<file path="src/rtl/sram_port_arbiter.sv">
// Two-requester round-robin arbiter for a single-port SRAM.
// Optionally zero-fills the SRAM after reset before accepting requests.
module sram_port_arbiter #(
  parameter int DATA_WIDTH     = 32,
  parameter int ADDR_WIDTH     = 7,
  parameter int CLEAR_ON_RESET = 1
) (
  input  logic                  clk0,
  input  logic                  rst,
  input  logic                  req_a_valid,
  output logic                  req_a_ready,
  input  logic                  req_a_we,
  input  logic [ADDR_WIDTH-1:0] req_a_addr,
  input  logic [DATA_WIDTH-1:0] req_a_wdata,
  input  logic                  req_b_valid,
  output logic                  req_b_ready,
  input  logic                  req_b_we,
  input  logic [ADDR_WIDTH-1:0] req_b_addr,
  input  logic [DATA_WIDTH-1:0] req_b_wdata,
  output logic                  rsp_a_valid,
  output logic [DATA_WIDTH-1:0] rsp_a_rdata,
  output logic                  rsp_b_valid,
  output logic [DATA_WIDTH-1:0] rsp_b_rdata,
  output logic                  mem_csb0,
  output logic                  mem_web0,
  output logic [ADDR_WIDTH-1:0] mem_addr0,
  output logic [DATA_WIDTH-1:0] mem_din0,
  input  logic [DATA_WIDTH-1:0] mem_dout0,
  output logic                  init_done
);

  localparam int RAM_DEPTH = 1 << ADDR_WIDTH;
  localparam logic [ADDR_WIDTH-1:0] LAST_ADDR = ADDR_WIDTH'(RAM_DEPTH - 1);

  typedef enum logic {INIT, RUN} state_t;

  localparam state_t RST_STATE = (CLEAR_ON_RESET != 0) ? INIT : RUN;

  state_t                state_q, state_d;
  logic [ADDR_WIDTH-1:0] clr_cnt_q, clr_cnt_d;
  logic                  last_b_q, last_b_d;
  logic                  rsp_a_q, rsp_a_d;
  logic                  rsp_b_q, rsp_b_d;
  logic                  grant_a, grant_b;

  always_comb begin
    state_d   = state_q;
    clr_cnt_d = clr_cnt_q;
    last_b_d  = last_b_q;
    rsp_a_d   = 1'b0;
    rsp_b_d   = 1'b0;
    grant_a   = 1'b0;
    grant_b   = 1'b0;
    mem_csb0  = 1'b1;
    mem_web0  = 1'b1;
    mem_addr0 = '0;
    mem_din0  = '0;
    if (!rst) begin
      unique case (state_q)
        INIT: begin
          mem_csb0  = 1'b0;
          mem_web0  = 1'b0;
          mem_addr0 = clr_cnt_q;
          clr_cnt_d = clr_cnt_q + 1'b1;
          if (clr_cnt_q == LAST_ADDR) state_d = RUN;
        end
        RUN: begin
          // On contention, the side that did not win last goes first
          grant_a = req_a_valid && (!req_b_valid || last_b_q);
          grant_b = req_b_valid && (!req_a_valid || !last_b_q);
          if (grant_a) begin
            mem_csb0  = 1'b0;
            mem_web0  = !req_a_we;
            mem_addr0 = req_a_addr;
            mem_din0  = req_a_wdata;
            last_b_d  = 1'b0;
            rsp_a_d   = !req_a_we;
          end else if (grant_b) begin
            mem_csb0  = 1'b0;
            mem_web0  = !req_b_we;
            mem_addr0 = req_b_addr;
            mem_din0  = req_b_wdata;
            last_b_d  = 1'b1;
            rsp_b_d   = !req_b_we;
          end
        end
        default: ;
      endcase
    end
  end

  always_ff @(posedge clk0 or posedge rst) begin
    if (rst) begin
      state_q   <= RST_STATE;
      clr_cnt_q <= '0;
      last_b_q  <= 1'b1;
      rsp_a_q   <= 1'b0;
      rsp_b_q   <= 1'b0;
    end else begin
      state_q   <= state_d;
      clr_cnt_q <= clr_cnt_d;
      last_b_q  <= last_b_d;
      rsp_a_q   <= rsp_a_d;
      rsp_b_q   <= rsp_b_d;
    end
  end

  assign req_a_ready = grant_a;
  assign req_b_ready = grant_b;
  assign rsp_a_valid = rsp_a_q;
  assign rsp_b_valid = rsp_b_q;
  assign rsp_a_rdata = mem_dout0;
  assign rsp_b_rdata = mem_dout0;
  assign init_done   = !rst && (state_q == RUN);

endmodule

</file>
<file path="config.mk">
export PLATFORM = sky130hd
export DESIGN_NAME = sram_port_arbiter
export DESIGN_NICKNAME = d
export VERILOG_FILES = /design/src/rtl/sram_port_arbiter.sv
export SDC_FILE = /design/constraint.sdc
export NUM_CORES = 1
export LEC_CHECK = 0
export ABC_AREA = 1
export CORE_ASPECT_RATIO = 0.7
export CORE_MARGIN = 10
export CORE_UTILIZATION = 24
export CTS_CLUSTER_DIAMETER = 80
export DETAILED_ROUTE_END_ITERATION = 10
export GPL_ROUTABILITY_DRIVEN = 0
export PLACE_DENSITY = 0.86
export SYNTH_ARGS = -nofsm -noshare
export SYNTH_HDL_FRONTEND = slang
export SYNTH_SLANG_ARGS = --single-unit
export TNS_END_PERCENT = 1
</file>
<file path="constraint.sdc">
create_clock -name clk0 -period 2.15 [get_ports clk0]
set_clock_uncertainty 0.05 [all_clocks]
set_input_delay 0.645 -clock clk0 [delete_from_list [all_inputs] [get_ports clk0]]
set_output_delay 0.645 -clock clk0 [all_outputs]
set_load 0.03 [all_outputs]
</file>
## Word-level counts from Yosys, hierarchy flattened

Cells that the tools add are included.

- Latch bits: 0
- ROM bits: 0
- Memory bits (writable): 0
- Register bits: 11
- Memories kept: 0
- Input port bits: 116
- Logic and storage cells: 54
- Output and inout port bits: 110

- Shift operators: 0
- $lt $le $gt $ge: 0
- Reduce and logical (&&, ||, !) cells: 14
- $add $sub $neg: 1
- Bitwise logic cells: 2
- Equal/unequal tests: 1
- Multipliers: 0
- Mux-type cells: 31
- Div/mod/pow operators: 0

Operators with widths:

| kind | number |
|---|---|
| 2-to-1 mux 32 bit | 4 |
| 2-to-1 mux 1 bit | 21 |
| 2-to-1 mux 7 bit | 3 |
| one-hot mux 7 bit (2 select lines) | 1 |
| adder 7 x 1 -> 7 bit, second input constant | 1 |
| equality test 7 bit, second input constant | 1 |
| zero test 1 bit | 6 |
| one-hot mux 1 bit (2 select lines) | 2 |
| logical AND 1 bit | 3 |
| AND reduction 3 bit | 1 |
| logical OR 1 bit | 2 |
| inverter 1 bit | 2 |
| AND reduction 2 bit | 1 |
| nonzero test 2 bit | 1 |

## Logic depth before layout (Yosys ltp)

- Depth after elaboration: 7
- Mapped depth: 7
- Gate-level depth less buffers: 6

## Worst setup path after synthesis

No wires, ideal clock.

- Kind: input to output
- Start: input rst
- End: output mem_din0[22]
- Stages: 6
- Setup slack: -204 ps
- Arrival: 1,659 ps
- Buffers on the path: 1
- Data required time: 1,455 ps
- Cell sequence: inv_2 nand2_4 nor2_4 buf_2 nand2_1 nand2_1

- Cells in the longest elaborated chain, start to end: 1

Ends and longest elaborated chain:

| element | line | source |
|---|---|---|
| start, declared | 9 | `input logic rst,` |
| 2-to-1 mux 32 bit | 58 | `if (!rst) begin` |
| end, declared | 27 | `output logic [DATA_WIDTH-1:0] mem_din0,` |

No other way between the ends.

## Worst setup path after layout

- Start: register last_b_q
- End: output mem_din0[23]

- Cells in the longest elaborated chain, start to end: 7
- Elaborated cells between the ends (all ways): 9
- Classes of those cells: mux: 4; reduce/logical: 5

Ends and longest elaborated chain:

| element | line | source |
|---|---|---|
| start, declared | 41 | `logic last_b_q, last_b_d;` |
| start signal, assigned | 102 | `last_b_q <= last_b_d;` |
| zero test 1 bit | 70 | `grant_b = req_b_valid && (!req_a_valid \|\| !last_b_q);` |
| logical OR 1 bit | 70 |  |
| logical AND 1 bit | 70 |  |
| 2-to-1 mux 32 bit | 78 | `end else if (grant_b) begin` |
| 2-to-1 mux 32 bit * | 71 | `if (grant_a) begin` |
| 2-to-1 mux 32 bit * | 59 | `unique case (state_q)` |
| 2-to-1 mux 32 bit * | 58 |  |

Mark *: on every way between the ends. The rest lies on a longest branch, timed or not.

==> results.toml <==
[clock_tree]
cts_made_buffers = 3
cts_tree = "built"
clockRootBuffer = "clkbuf_8"
cts.sinks = 11
insertion_delay_ps = 230
htreeDepth = 1
cts_buffer_depth = 2
path_clk_slew_ps = 50
ctsHoldBuffers = 0

[timing]
fin_crit_sh_pct = 111
relSlewSlack_pct = 77.6
setup_violations = 41
max_freq_mhz = 421
worst_hold_slack_ps = 401
grt_setup_unrepaired = "yes"
fin_tns_setup_ps = -7240
layout_min_cycle_time_ps = 2380
hold_viol_final = 0
setup_slack_ps = -228
slew_violations = 0
tightest_slew_ps = 335

[setup_path]
rr_endpoint = "clr_cnt_q[5]"
worstSetupPathType = "reg -> out"
reg2regPathDepth = 7
max_stage_delay_ps = 550
cp_max_fo = 7
rrSetupSlack_ps = 670
start_kind = "flip-flop"
cp_slowest_cell = "dfstp_2"
reg2reg_from = "state_q"
end_kind = "primary output"
path_cells = "buf_6 > nand2_2 > nand2_2 > nor2_4 > buf_6 > buf_12 > buf_16 > nand2_2 > nand2_2 > buf_6"
crit_end = "mem_din0[23]"
cp.depth = 10
crit_arrival_ps = 1680
cpMostUsedCell = "nand2_2"
crit_start = "last_b_q"
worst-path-buf-inv = 5
path_delay_family = "buffers and inverters"
cp_data_required_time_ps = 1450

[final_layout]
drive_gt1_share_pct = 38.3
finalNonFillerCells = 425
antenna-diode-count = 0
layout.nets = 465
multiInputGateArea_sq_um = 845
area_growth_pct = 98.3
nFillCells = 591
regArea_sq_um = 278

[detailed_routing]
vias_per_cell = 4.31
routed_wl_um = 7270
ant_nets = 0
drcViolationCount = 0
first_pass_iters = 4
avgRoutedWirePerCell_um = 17.1
dr_total_vias = 1830
drt_iter0_markers = 95

[yosys]
yosysTopAreaCellShare_pct = 32.6
ys_ff_latch = 11
ys_seq_area_share_pct = 17.7
yosysWarnings = 0
synth_area_sq_um = 1560
ys.flop_type = "dfrtp_1"
async_reset_ff_share_pct = 100
syn-num-nets = 375
synth_area_leaders = "buf_4, nand2_1, dfrtp_1, nand3_1, xor2_1"
synthCells = 258
avgSynthCellArea_sq_um = 6.06
synth_commonest_cells = "nand2_1, buf_4, dfrtp_1"
synth_area_leader_cell = "buf_4"
yosysMostFrequentCell = "nand2_1"
synth_edf_count = 0
yosysUniqueCellTypes = 18

[power]
vdd_ir_drop_max_mv = 0.390
power_density_nw_per_um2 = 356
p_leak_nw = 1.49
p_total_mw = 1.11

[grt]
grt_pass1_wl_um = 10200
gr-total-overflow = 0
gr-usage-all-layers_pct = 12.6
grt_max_degree = 21
grt_pass1_vias = 1895
grt_antenna_before_repair = 0

[job]
drv_cap = 0

[floorplan]
start_util_pct = 24.9
num_rows = 24
ios = 226
die-area_sq_um = 10200
die_y_um = 87.5
die_w_um = 116
core_region_area_sq_um = 6280

[place]
dp_cells = 404
dp_hpwl_um = 5370
io_buffer_count = 129
dp_slack_ps = -580

[min_path]
hp-class = "in -> async"

[run_status]
status = "complete, but fails checks"
violations = "negative setup slack"
-- state kept, by name, summed over array words and instances (netlist names) --
signal / count
rsp_b_valid: 1
state_q: 1
last_b_q: 1
rsp_a_valid: 1
clr_cnt_q: 7
-- worst min path at each step --
stage | startpoint | end | slack [ps] | cells after the start
floorplan | rst | clr_cnt_q[0] | 360 | 1
global placement | last_b_q | last_b_q | 430 | 2
detailed placement | last_b_q | last_b_q | 430 | 2
CTS | rst | rsp_a_valid | 400 | 3
global route | rst | rsp_a_valid | 410 | 3
finish | rst | clr_cnt_q[1] | 400 | 3
-- tightest hold or removal path, cell delays in order --
cell,delay [ps]
buf_4,130
inv_6,50
buf_4,210
-- timing repair --
item,4_1_cts,5_1_grt
setup endpoints to repair,44,42
pin swaps,10,10
gates resized for setup,90,17
setup buffers,11,1
cloned,5,1
-- where the power goes --
part	leakage (nW)	total, mW	internal (mW)	switching [mW]
registers	0.131	0.219	0.214	0.00429
logic	1.33	0.681	0.372	0.309
clock network	0.0228	0.206	0.130	0.0761
total	1.49	1.11	0.717	0.389
-- routing by layer --
layer	vias to the layer above	track usage [%]	part of all wire [%]	wire, um
met5	-	0	0	0
met4	0	0.906	0.11	8
met3	2	6.83	11	813
met2	97	20.8	49	3550
met1	829	14.7	40	2900
li1	902	-	-	-
-- layout make-up --
| type | instances | share of cell area, % |
|---|---|---|
| sequential | 11 | 8.96 |
| clock buffer | 4 | 1.45 |
| inverter | 11 | 1.49 |
| timing repair buffer | 157 | 57.7 |
| tap | 78 | 3.15 |
| multi-input combinational | 164 | 27.2 |
-- cell families (layout without fill, tap and decap cells) --
logic type | count (synthesis) | in the layout | share of synthesized area, %
XOR/XNOR | 4 | 4 | 2.24
AO/OA/AOI/OAI | 5 | 5 | 2.08
AND/OR/NAND/NOR | 154 | 154 | 40.2
buffers and inverters | 83 | 172 | 37.0
adder cells (fa/ha/maj) | 1 | 1 | 0.800
flip-flops | 11 | 11 | 17.7
-- placed cells by master (no fill, tap or decap), types with 2 or more instances in the layout --
cell and n:
nor2_1 4, clkbuf_8 3, o211ai_1 3, nand3_1 5
buf_4 14, nor2_4 3, dfrtp_1 9, buf_6 43
inv_1 8, nand3_2 4, nand2_2 40, xor2_1 4
buf_12 10, nand2_1 90, nor3_1 2, o21ai_0 2
nand2_4 3, buf_16 5, nand4_1 3, dlygate4sd2_1 2
inv_2 2, clkdlybuf4s50_1 80
-- through the flow --
| stage | instance area (sq um) | utilization [%] |
|---|---|---|
| after detailed placement | 2530 | 40.3 |
| after global placement | 2530 | 40.3 |
| after floorplan | 1590 | - |
| after global routing | 3100 | 49.4 |
| after CTS | 3020 | 48.1 |
| final | 3100 | 49.4 |
Note: power is estimated with default switching activity, not from simulation.
